==> config.mk <==
export PLATFORM = sky130hd
export DESIGN_NAME = data_cache_ctrl
export DESIGN_NICKNAME = d
export VERILOG_FILES = /design/src/rtl/cache_pkg.sv /design/src/rtl/cache_line_array.sv /design/src/rtl/data_cache_ctrl.sv
export SDC_FILE = /design/constraint.sdc
export NUM_CORES = 1
export LEC_CHECK = 0
export CORE_UTILIZATION = 57
export DETAILED_ROUTE_END_ITERATION = 16
export PLACE_DENSITY = 0.8
export SYNTH_ARGS = -nofsm -noshare
export SYNTH_HDL_FRONTEND = slang
export SYNTH_SLANG_ARGS = --single-unit
==> constraint.sdc <==
create_clock -name Clk -period 5.5 [get_ports Clk]
set_clock_uncertainty 0.1 [all_clocks]
set_input_delay 1.1 -clock Clk [delete_from_list [all_inputs] [get_ports Clk]]
set_output_delay 1.1 -clock Clk [all_outputs]
set_load 0.03 [all_outputs]
==> src/rtl/cache_pkg.sv <==
// Shared definitions for the direct-mapped data cache.
// Covers the word and address widths, the controller states, and the helpers
// that split a word address into tag / index / offset fields.
package cache_pkg;

  localparam int WORD_W        = 16;
  localparam int ADDR_W        = 16;
  localparam int DEFAULT_LINES = 4;
  localparam int DEFAULT_WORDS = 4;

  typedef enum logic [1:0] {
    IDLE  = 2'd0,
    FILL  = 2'd1,
    WRITE = 2'd2
  } cache_state_e;

  // Index field width for a power-of-two number of lines
  function automatic int idx_width(input int lines);
    return $clog2(lines);
  endfunction

  // Offset field width for a power-of-two number of words per line
  function automatic int off_width(input int words);
    return $clog2(words);
  endfunction

  // Tag field takes every address bit above index and offset
  function automatic int tag_width(input int lines, input int words);
    return ADDR_W - $clog2(lines) - $clog2(words);
  endfunction

endpackage

==> src/rtl/cache_line_array.sv <==
// Storage for the direct-mapped cache: per-line valid bit, tag and data words.
// The read port is purely combinational so read hits can complete in the
// request cycle. Line fills and single-word store updates share one write process.
module cache_line_array
  import cache_pkg::*;
#(
  parameter  int LINES = DEFAULT_LINES,
  parameter  int WORDS = DEFAULT_WORDS,
  localparam int IDX_W = idx_width(LINES),
  localparam int OFF_W = off_width(WORDS),
  localparam int TAG_W = tag_width(LINES, WORDS)
) (
  input  logic                    Clk,
  input  logic                    Reset_N,
  input  logic [IDX_W-1:0]        rd_index,
  input  logic [OFF_W-1:0]        rd_offset,
  output logic                    rd_valid,
  output logic [TAG_W-1:0]        rd_tag,
  output logic [WORD_W-1:0]       rd_word,
  input  logic                    fill_en,
  input  logic [IDX_W-1:0]        fill_index,
  input  logic [TAG_W-1:0]        fill_tag,
  input  logic [WORD_W*WORDS-1:0] fill_line,
  input  logic                    word_en,
  input  logic [IDX_W-1:0]        word_index,
  input  logic [OFF_W-1:0]        word_offset,
  input  logic [WORD_W-1:0]       word_data
);

  logic [LINES-1:0]  valid_q;
  logic [TAG_W-1:0]  tag_q  [LINES];
  logic [WORD_W-1:0] data_q [LINES][WORDS];

  // Valid bits are the only state cleared by reset; a completed fill marks its line present
  always_ff @(posedge Clk or negedge Reset_N) begin
    if (!Reset_N) begin
      valid_q <= '0;
    end else if (fill_en) begin
      valid_q[fill_index] <= 1'b1;
    end
  end

  // Tag/data storage: a fill rewrites the whole line, a store hit patches a single word
  always_ff @(posedge Clk) begin
    if (fill_en) begin
      tag_q[fill_index] <= fill_tag;
      for (int w = 0; w < WORDS; w++) begin
        data_q[fill_index][w] <= fill_line[w*WORD_W +: WORD_W];
      end
    end else if (word_en) begin
      data_q[word_index][word_offset] <= word_data;
    end
  end

  assign rd_valid = valid_q[rd_index];
  assign rd_tag   = tag_q[rd_index];
  assign rd_word  = data_q[rd_index][rd_offset];

endmodule

==> src/rtl/data_cache_ctrl.sv <==
// Direct-mapped, write-through, no-write-allocate data cache controller.
// It sits between the pipeline MEM stage and a multi-cycle data memory.
// Read hits return data in the request cycle. Read misses fetch a whole line,
// and every store goes through to memory. The pipeline is stalled until the
// memory acknowledges. Saturating read hit/miss counters are kept for test programs.
module data_cache_ctrl
  import cache_pkg::*;
#(
  parameter int LINES = DEFAULT_LINES,
  parameter int WORDS = DEFAULT_WORDS
) (
  input  logic                    Clk,
  input  logic                    Reset_N,
  input  logic                    d_readM,
  input  logic                    d_writeM,
  input  logic [ADDR_W-1:0]       d_address,
  input  logic [WORD_W-1:0]       d_wdata,
  output logic [WORD_W-1:0]       d_rdata,
  output logic                    d_stall,
  output logic                    m_readM,
  output logic                    m_writeM,
  output logic [ADDR_W-1:0]       m_address,
  output logic [WORD_W-1:0]       m_wdata,
  input  logic [WORD_W*WORDS-1:0] m_rdata,
  input  logic                    m_ack,
  output logic [15:0]             hit_count,
  output logic [15:0]             miss_count
);

  localparam int          IDX_W     = idx_width(LINES);
  localparam int          OFF_W     = off_width(WORDS);
  localparam int          TAG_W     = tag_width(LINES, WORDS);
  localparam logic [15:0] COUNT_MAX = 16'hFFFF;

  cache_state_e      state_q, state_d;
  logic [ADDR_W-1:0] req_addr_q;
  logic [ADDR_W-1:0] rd_addr;
  logic [IDX_W-1:0]  rd_index;
  logic [OFF_W-1:0]  rd_offset;
  logic [TAG_W-1:0]  rd_tag_field;
  logic              rd_valid;
  logic [TAG_W-1:0]  rd_tag;
  logic [WORD_W-1:0] rd_word;
  logic              hit;
  logic [WORD_W-1:0] fill_word;
  logic              start_fill;
  logic              start_write;
  logic              fill_en;
  logic              word_en;
  logic              count_hit;
  logic              count_miss;

  // In WRITE the lookup must use the latched store address, otherwise the live request
  assign rd_addr      = (state_q == WRITE) ? req_addr_q : d_address;
  assign rd_offset    = rd_addr[OFF_W-1:0];
  assign rd_index     = rd_addr[OFF_W +: IDX_W];
  assign rd_tag_field = rd_addr[ADDR_W-1 -: TAG_W];
  assign hit          = rd_valid && (rd_tag == rd_tag_field);

  cache_line_array #(
    .LINES (LINES),
    .WORDS (WORDS)
  ) u_lines (
    .Clk         (Clk),
    .Reset_N     (Reset_N),
    .rd_index    (rd_index),
    .rd_offset   (rd_offset),
    .rd_valid    (rd_valid),
    .rd_tag      (rd_tag),
    .rd_word     (rd_word),
    .fill_en     (fill_en),
    .fill_index  (req_addr_q[OFF_W +: IDX_W]),
    .fill_tag    (req_addr_q[ADDR_W-1 -: TAG_W]),
    .fill_line   (m_rdata),
    .word_en     (word_en),
    .word_index  (req_addr_q[OFF_W +: IDX_W]),
    .word_offset (req_addr_q[OFF_W-1:0]),
    .word_data   (m_wdata)
  );

  // Pick the requested word out of the incoming line so a miss can bypass it to the pipeline
  always_comb begin
    fill_word = '0;
    for (int w = 0; w < WORDS; w++) begin
      if (req_addr_q[OFF_W-1:0] == OFF_W'(w)) begin
        fill_word = m_rdata[w*WORD_W +: WORD_W];
      end
    end
  end

  // Controller state register; reset abandons any access in flight
  always_ff @(posedge Clk or negedge Reset_N) begin
    if (!Reset_N) begin
      state_q <= IDLE;
    end else begin
      state_q <= state_d;
    end
  end

  // Next state, pipeline stall/data and one-cycle strobes for the array and counters
  always_comb begin
    state_d     = state_q;
    d_stall     = 1'b0;
    d_rdata     = '0;
    start_fill  = 1'b0;
    start_write = 1'b0;
    fill_en     = 1'b0;
    word_en     = 1'b0;
    count_hit   = 1'b0;
    count_miss  = 1'b0;
    case (state_q)
      IDLE: begin
        if (d_writeM) begin
          state_d     = WRITE;
          d_stall     = 1'b1;
          start_write = 1'b1;
        end else if (d_readM) begin
          if (hit) begin
            d_rdata   = rd_word;
            count_hit = 1'b1;
          end else begin
            state_d    = FILL;
            d_stall    = 1'b1;
            start_fill = 1'b1;
            count_miss = 1'b1;
          end
        end
      end
      FILL: begin
        if (m_ack) begin
          d_rdata = fill_word;
          fill_en = 1'b1;
          state_d = IDLE;
        end else begin
          d_stall = 1'b1;
        end
      end
      WRITE: begin
        if (m_ack) begin
          word_en = hit;
          state_d = IDLE;
        end else begin
          d_stall = 1'b1;
        end
      end
      default: begin
        state_d = IDLE;
      end
    endcase
  end

  // Memory-side request registers: loaded on entry to FILL/WRITE, strobes dropped on the ack
  always_ff @(posedge Clk or negedge Reset_N) begin
    if (!Reset_N) begin
      m_readM    <= 1'b0;
      m_writeM   <= 1'b0;
      m_address  <= '0;
      m_wdata    <= '0;
      req_addr_q <= '0;
    end else if (start_write) begin
      m_writeM   <= 1'b1;
      m_address  <= d_address;
      m_wdata    <= d_wdata;
      req_addr_q <= d_address;
    end else if (start_fill) begin
      m_readM    <= 1'b1;
      m_address  <= {d_address[ADDR_W-1:OFF_W], {OFF_W{1'b0}}};
      req_addr_q <= d_address;
    end else if ((state_q != IDLE) && m_ack) begin
      m_readM  <= 1'b0;
      m_writeM <= 1'b0;
    end
  end

  // Saturating load hit/miss counters; stores are not counted
  always_ff @(posedge Clk or negedge Reset_N) begin
    if (!Reset_N) begin
      hit_count  <= '0;
      miss_count <= '0;
    end else begin
      if (count_hit && (hit_count != COUNT_MAX)) begin
        hit_count <= hit_count + 16'd1;
      end
      if (count_miss && (miss_count != COUNT_MAX)) begin
        miss_count <= miss_count + 16'd1;
      end
    end
  end

endmodule

==> results of run 1 <==
[per-layer routing]
metal | global-route usage [%] | vias up | routed length [um]
met5 | 0 | - | 0
met4 | 8.22 | 0 | 1090
met3 | 5.57 | 80 | 4040
met2 | 46.2 | 583 | 21000
met1 | 39.0 | 5303 | 17100
li1 | - | 4514 | -
[cell families (layout without fill, tap and decap cells)]
family | after synthesis | in the layout | synth area share (%)
compound gates | 139 | 139 | 5.62
fa+ha+maj | 6 | 6 | 0.441
mux | 233 | 233 | 20.5
buf+inv | 88 | 335 | 2.60
flops | 378 | 378 | 64.6
xor+xnor | 32 | 32 | 1.65
simple gates | 143 | 143 | 4.67
[placed cells by master, fill, tap and decap left out, types with 21 or more instances in the layout]
master | Yosys | layout
sky130_fd_sc_hd__nor2_1 | 22 | 22
sky130_fd_sc_hd__mux2_2 | 92 | 92
sky130_fd_sc_hd__edfxtp_1 | 304 | 304
sky130_fd_sc_hd__dfrtp_1 | 74 | 74
sky130_fd_sc_hd__buf_4 | 17 | 76
sky130_fd_sc_hd__mux2i_1 | 48 | 45
sky130_fd_sc_hd__a21oi_1 | 44 | 32
sky130_fd_sc_hd__xor2_1 | 21 | 21
sky130_fd_sc_hd__mux4_2 | 80 | 80
sky130_fd_sc_hd__a211oi_1 | 26 | 22
sky130_fd_sc_hd__clkbuf_16 | 0 | 41
sky130_fd_sc_hd__nand2_1 | 23 | 23
sky130_fd_sc_hd__clkdlybuf4s50_1 | 0 | 164
[report_power, final]
group	total (mW)	internal [mW]	switching (mW)
clock network	2.49	1.41	1.08
logic	3.23	1.47	1.75
registers	3.81	3.48	0.333
total	9.53	6.36	3.17
[stage by stage]
stage	hold WS, ns	utilization (%)
after floorplan	0.333	-
after global placement	0.360	67.5
after detailed placement	0.358	67.5
after CTS	0.373	71.6
after global routing	0.383	71.9
final	0.365	71.9
[state kept, by name, summed over array words and instances (netlist names)]
register / flops
m_writeM: 1
m_wdata: 16
u_lines.tag_q: 48
u_lines.valid_q: 4
m_readM: 1
state_q: 2
hit_count: 16
u_lines.data_q: 256
miss_count: 16
m_address: 15
req_addr_q: 3
[final timing paths]
kind | depth (start not counted) | slack, ns | to | startpoint
hold / removal | 1 | 0.37 | u_lines.valid_q[0]$_DFFE_PN0P_ | u_lines.valid_q[0]$_DFFE_PN0P_
min in group asynchronous | 1 | 0.65 | m_wdata[10]$_DFFE_PN0P_ | Reset_N
setup reg to reg | 16 | 0.75 | u_lines.data_q[0][32]$_DFFE_PP_ | state_q[0]$_DFFE_PN0P_
hold reg to reg | 1 | 0.37 | u_lines.valid_q[0]$_DFFE_PN0P_ | u_lines.valid_q[0]$_DFFE_PN0P_
max in group asynchronous | 1 | 3.95 | m_wdata[2]$_DFFE_PN0P_ | Reset_N
setup / recovery | 14 | 0.07 | d_rdata[9] | d_address[2]
[critical path, cell delays in order]
cell and delay [ns]:
sky130_fd_sc_hd__clkdlybuf4s50_1 0.45, sky130_fd_sc_hd__buf_12 0.17, sky130_fd_sc_hd__mux2i_4 0.26, sky130_fd_sc_hd__buf_4 0.21
sky130_fd_sc_hd__mux2i_1 0.22, sky130_fd_sc_hd__xnor2_1 0.11, sky130_fd_sc_hd__a2111oi_2 0.32, sky130_fd_sc_hd__nand4_1 0.26
sky130_fd_sc_hd__buf_4 0.23, sky130_fd_sc_hd__nor4_4 0.22, sky130_fd_sc_hd__buf_4 0.20, sky130_fd_sc_hd__clkbuf_16 0.17
sky130_fd_sc_hd__a22o_1 0.13, sky130_fd_sc_hd__buf_4 0.16
[area by class of cell]
class | count | share of cell area [%]
Clock buffer | 53 | 5.08
Clock inverter | 18 | 0.654
Inverter | 12 | 0.216
Multi-Input combinational cell | 553 | 27.4
Sequential cell | 378 | 52.7
Tap cell | 384 | 2.30
Timing Repair Buffer | 252 | 11.7
[timing repair]
item | CTS | global route
pin swaps | 0 | 3
gates resized for setup | 1 | 2
buffers inserted | 0 | 3
endpoints found under the setup margin | 1 | 17
cloned | 0 | 1
hold buffers | 0 | 0
==> results_tabular.tex, run 1 <==
\begin{tabular}{lr}
\hline
Metric & Value \\
\hline
\multicolumn{2}{l}{\textbf{Timing}} \\
Smallest setup slack after layout & 0.0654 ns \\
Setup violators final & 0 \\
Tightest slew margin relative to the limit & 22.4\% \\
Minimum clock period after layout & 5.43 ns \\
Count of final max-slew check failures & 0 \\
Highest Clock Rate & 0.184 GHz \\
Slew @ Worst Pin & 1.16 ns \\
Final hold violations & 0 \\
Final sum of negative setup slack & 0 ns \\
Period utilization & 98.8\% \\
\multicolumn{2}{l}{\textbf{Final layout}} \\
Number of fillers in the final layout & 1818 \\
Area added between synthesis and finish & 22.6\% \\
Number of cells in the finished layout apart from fillers & 1650 \\
Antenna diode instance count & 0 \\
Flip-flop and latch area & 11000 um\^{}2 \\
Final instance area & 20800 um\^{}2 \\
Layout cells sized above 1 & 27.1\% \\
\# nets final & 1343 \\
Multi-input logic area & 5710 um\^{}2 \\
\multicolumn{2}{l}{\textbf{Place}} \\
Cell area after placement & 19600 um\^{}2 \\
Worst slack at placement & -0.0340 ns \\
Sum of net half-perimeters after detailed placement & 28700 um \\
Weighted congestion reported at the end of routability-driven placement & 0.893 \\
Placed cells & 1575 \\
Port Buffers & 183 \\
\multicolumn{2}{l}{\textbf{Synthesis}} \\
Sequential-to-total area share from yosys stat & 64.6\% \\
Post-synth EDFFs & 304 \\
Syn Inst Count & 1019 \\
Leading post-synthesis cells by cell area & sky130\_fd\_sc\_hd\_\_edfxtp\_1 (54\%), sky130\_fd\_sc\_hd\_\_dfrtp\_1 (11\%), sky130\_fd\_sc\_hd\_\_mux4\_2 (11\%) \\
Cell type contributing the most total cell area after synthesis & sky130\_fd\_sc\_hd\_\_edfxtp\_1 \\
Area of the mapped netlist & 17000 um\^{}2 \\
Fraction of post-synthesis cell area in the top cell type by area & 53.7\% \\
Post-Syn Nets & 1126 \\
Leading cell type by number of instances after synthesis & sky130\_fd\_sc\_hd\_\_edfxtp\_1 \\
Number of distinct standard cells referenced by the synthesized netlist & 62 \\
FFs w/ async S/R, synth & 19.6\% \\
Mean instance size in the synthesized netlist & 16.7 um\^{}2 \\
Seq cells post-synth & 378 \\
Total of warnings raised by yosys & 0 \\
Most frequent cells after synthesis & sky130\_fd\_sc\_hd\_\_edfxtp\_1 (304), sky130\_fd\_sc\_hd\_\_mux2\_2 (92), sky130\_fd\_sc\_hd\_\_mux4\_2 (80) \\
Main flop type after synthesis & sky130\_fd\_sc\_hd\_\_edfxtp\_1 \\
\multicolumn{2}{l}{\textbf{CTS}} \\
Number of clock buffers inserted by TritonCTS & 39 \\
CTS max path bufs & 3 \\
CTS H-tree depth & 2 \\
Clock slew seen by the registers of the worst setup and hold paths & 0.05 ns \\
Number of sinks handled by clock tree synthesis & 378 \\
Clk Latency, worst-skew pair & 0.53 ns \\
Root buf cell & sky130\_fd\_sc\_hd\_\_clkbuf\_16 \\
CTS tree & built \\
\multicolumn{2}{l}{\textbf{Drt}} \\
Average via count per standard cell & 6.35 \\
Total Wirelength & 43300 um \\
Wire per inst & 26.2 um \\
Length of the first detailed-routing pass in iterations & 5 \\
First DRT Iteration DRCs & 1086 \\
Antenna viol nets, final & 0 \\
Detailed-route via count & 10500 \\
\# DRC & 0 \\
\multicolumn{2}{l}{\textbf{Power and ir drop}} \\
Leakage power & 7.41 nW \\
Worst vdd ir & 407 uV \\
Pwr Total & 9.53 mW \\
PD cells & 457 nW/um\^{}2 \\
\multicolumn{2}{l}{\textbf{Status}} \\
Run status & finished, final reports clean \\
\multicolumn{2}{l}{\textbf{Floorplanning}} \\
Initial Utilization & 58.6\% \\
Overall die height & 175 um \\
Area enclosed by the die boundary & 30500 um\^{}2 \\
Die W & 175 um \\
Top-Level Pins & 184 \\
Floorplan core area & 29000 um\^{}2 \\
Number of core rows & 62 \\
\multicolumn{2}{l}{\textbf{Global routing}} \\
Global-route wire length before repair & 63700 um \\
Maximum number of pins on one net before global-route repair & 75 \\
Total overflow reported by the global router & 0 \\
Vias in the first global route & 10600 \\
Antenna violations before repair & 0 \\
Total GRT Usage & 28.3\% \\
\multicolumn{2}{l}{\textbf{Critical path}} \\
Data required time of the critical path & 4.30 ns \\
Worst EP arrival & 4.23 ns \\
CP Launch Type & input port \\
Biggest fanout along the worst timing path & 16 \\
Crit end category & output port \\
CP Class & in2out \\
\multicolumn{2}{l}{\textbf{Run}} \\
Number of max-capacitance violations reported & 0 \\
\multicolumn{2}{l}{\textbf{Hold path}} \\
Class of the worst hold path & reg2reg \\
\hline
\end{tabular}
(Power assumes the default switching activity.)
==> run 2: changes to the inputs <==
SETUP_SLACK_MARGIN = 0.5   (was not set)
==> run 2 against run 1 <==
Sequential share of layout area is 0.95 points lower. Critical path depth is 1 higher. Largest cell class unchanged. Highest routed layer is now met5. Via count is 2.4% higher. Clock power hardly changed. First-iteration DRC count is 4.1% higher. Register-to-register slack better by 0.32 ns. Die area stayed put. Setup slack better by 0.38 ns. Routed wire length is 2.1% higher.
==> results_tabular.tex, run 2 (synthesis gave the netlist of run 1 again) <==
\begin{tabular}{lr}
\hline
Metric & Value \\
\hline
\multicolumn{2}{l}{\textbf{Drt}} \\
Total Wirelength & 44200 um \\
Antenna viol nets, final & 0 \\
Length of the first detailed-routing pass in iterations & 5 \\
First DRT Iteration DRCs & 1130 \\
Wire per inst & 26.4 um \\
\# DRC & 0 \\
Detailed-route via count & 10700 \\
Average via count per standard cell & 6.41 \\
\multicolumn{2}{l}{\textbf{Global routing}} \\
Met2 track demand over resource & 46.7\% \\
Most congested layer reported by global routing & met2 \\
Total overflow reported by the global router & 0 \\
Met1 GRT Util & 39.4\% \\
Antenna violations before repair & 3 \\
Maximum number of pins on one net before global-route repair & 67 \\
Global-route wire length before repair & 65500 um \\
Met3 track demand over resource in global routing & 6.64\% \\
Total GRT Usage & 28.8\% \\
Vias in the first global route & 10900 \\
\multicolumn{2}{l}{\textbf{Final layout}} \\
Registers with the most flip-flops & u\_lines.data\_q (256), u\_lines.tag\_q (48) \\
Number of fillers in the final layout & 1740 \\
Largest register by flop count & u\_lines.data\_q \\
Post-route core utilization & 73.2\% \\
Leading cell type in the layout, fill and taps excluded & sky130\_fd\_sc\_hd\_\_edfxtp\_1 \\
Flip-flop count of the largest register, all copies and words added & 256 \\
Layout cells sized above 1 & 30.1\% \\
\# nets final & 1370 \\
Leading cell types in the layout, fill and taps excluded & sky130\_fd\_sc\_hd\_\_edfxtp\_1 (304), sky130\_fd\_sc\_hd\_\_clkdlybuf4s50\_1 (163), sky130\_fd\_sc\_hd\_\_mux2\_2 (92) \\
Area added between synthesis and finish & 24.8\% \\
\multicolumn{2}{l}{\textbf{Timing}} \\
Count of final max-slew check failures & 0 \\
Unrepaired setup endpoints after global routing & true \\
Final hold violations & 0 \\
Highest Clock Rate & 0.198 GHz \\
Period utilization & 91.9\% \\
Setup violators final & 0 \\
Final sum of negative setup slack & 0 ns \\
Minimum clock period after layout & 5.06 ns \\
Slew @ Worst Pin & 1.09 ns \\
Tightest slew margin relative to the limit & 27.5\% \\
\multicolumn{2}{l}{\textbf{Power and ir drop}} \\
Leakage power & 7.60 nW \\
Worst vdd ir & 444 uV \\
PD cells & 460 nW/um\^{}2 \\
\multicolumn{2}{l}{\textbf{Floorplanning}} \\
Die W & 175 um \\
Floorplan core area & 29000 um\^{}2 \\
Area enclosed by the die boundary & 30500 um\^{}2 \\
Overall die height & 175 um \\
Initial Utilization & 58.6\% \\
Top-Level Pins & 184 \\
Number of core rows & 62 \\
\multicolumn{2}{l}{\textbf{Critical path}} \\
Worst EP arrival & 3.86 ns \\
CP Class & reg2out \\
Crit end category & output port \\
CP Launch Type & flop \\
Data required time of the critical path & 4.30 ns \\
Biggest fanout along the worst timing path & 5 \\
\multicolumn{2}{l}{\textbf{CTS}} \\
Hold buffer count at cts & 0 \\
Number of clock buffers inserted by TritonCTS & 39 \\
Clock slew seen by the registers of the worst setup and hold paths & 0.07 ns \\
CTS tree & built \\
CTS H-tree depth & 2 \\
CTS max path bufs & 3 \\
Clk Latency, worst-skew pair & 0.54 ns \\
Root buf cell & sky130\_fd\_sc\_hd\_\_clkbuf\_16 \\
Number of sinks handled by clock tree synthesis & 378 \\
\multicolumn{2}{l}{\textbf{Hold path}} \\
Class of the worst hold path & in2async \\
\multicolumn{2}{l}{\textbf{Place}} \\
Sum of net half-perimeters after detailed placement & 28300 um \\
Weighted congestion reported at the end of routability-driven placement & 0.881 \\
Port Buffers & 183 \\
\multicolumn{2}{l}{\textbf{Status}} \\
Run status & finished, final reports clean \\
\multicolumn{2}{l}{\textbf{Run}} \\
Number of max-capacitance violations reported & 0 \\
\hline
\end{tabular}
## run 2: changes by cell type in the layout (fill, tap and decap cells not counted), sizes merged
| cell | previous run | this run |
|---|---|---|
| clkinv | 11 | 14 |
| bufinv | 1 | 2 |
| clkinvlp | 4 | 2 |
| diode | 0 | 1 |
| buf | 85 | 111 |
| clkdlybuf4s50 | 164 | 163 |
| dlymetal6s2s | 1 | 0 |
| clkbuf | 54 | 53 |
## run 2: area by class of cell
class	count	area, um^2	share of cell area (%)
repair buffers	279	2730	12.8
flip-flops and latches	378	11000	51.7
diodes	1	2.50	0.0118
well taps	384	480	2.26
inverters	12	48.8	0.230
multi-input cells	553	5790	27.3
clock buffers	49	1020	4.82
clock inverters	20	171	0.807
## run 2: path summary, 6_finish.rpt
kind	end	slack [ns]	start	depth (start not counted)
max	d_rdata[8]	0.44	state_q[0]$_DFFE_PN0P_	15
min in group Clk	u_lines.valid_q[2]$_DFFE_PN0P_	0.40	u_lines.valid_q[2]$_DFFE_PN0P_	1
min	m_address[9]$_DFFE_PN0P_	0.29	Reset_N	1
max reg2reg	u_lines.data_q[0][37]$_DFFE_PP_	1.07	state_q[0]$_DFFE_PN0P_	15
max in group asynchronous	m_wdata[8]$_DFFE_PN0P_	3.80	Reset_N	2
min reg2reg	u_lines.valid_q[2]$_DFFE_PN0P_	0.40	u_lines.valid_q[2]$_DFFE_PN0P_	1
## run 2: timing repair
action,CTS,global route
gates cloned,1,2
resized for setup,16,35
setup buffers,7,8
endpoints found under the setup margin,17,17
pin swaps,6,9
## run 2: where the power goes
| part | total (mW) | internal, mW | switching [mW] | leakage [nW] |
|---|---|---|---|---|
| Combinational | 3.47 | 1.63 | 1.84 | 3.34 |
| Clock | 2.51 | 1.42 | 1.08 | 0.582 |
| Sequential | 3.79 | 3.48 | 0.316 | 3.67 |
## run 2: metal layers
layer / routed length (um) / share of wire (%) / vias up
met2: 21300 / 48 / 625
met1: 17400 / 39 / 5460
met4: 1220 / 2.7 / 2
met5: 12 / 0.027 / -
li1: - / - / 4557
met3: 4280 / 9.7 / 92
## run 2: stage by stage
stage,instances,instance area [um^2],total power [mW],hold WS (ns),worst slack (ns)
after global placement,1588,19700,7.01,0.363,0.106
final,1676,21200,9.77,0.286,0.445
after global routing,1676,21200,10.1,0.302,0.345
after CTS,1665,21000,9.62,0.297,0.478
after floorplan,1019,17000,5.94,0.333,0.509
after detailed placement,1588,19700,7.07,0.367,0.0899
## run 2: critical path, cell delays in order (launching register included)
cell                        delay [ns]
sky130_fd_sc_hd__dfrtp_1          0.41
sky130_fd_sc_hd__inv_2            0.09
sky130_fd_sc_hd__ha_4             0.18
sky130_fd_sc_hd__mux2i_4          0.33
sky130_fd_sc_hd__buf_6            0.15
sky130_fd_sc_hd__mux2_4           0.30
sky130_fd_sc_hd__a211oi_2         0.23
sky130_fd_sc_hd__a22oi_2          0.11
sky130_fd_sc_hd__a2111oi_4        0.29
sky130_fd_sc_hd__nand4_1          0.20
sky130_fd_sc_hd__buf_4            0.20
sky130_fd_sc_hd__nor4_4           0.14
sky130_fd_sc_hd__buf_6            0.20
sky130_fd_sc_hd__clkbuf_16        0.18
sky130_fd_sc_hd__a22o_1           0.16
sky130_fd_sc_hd__buf_6            0.14
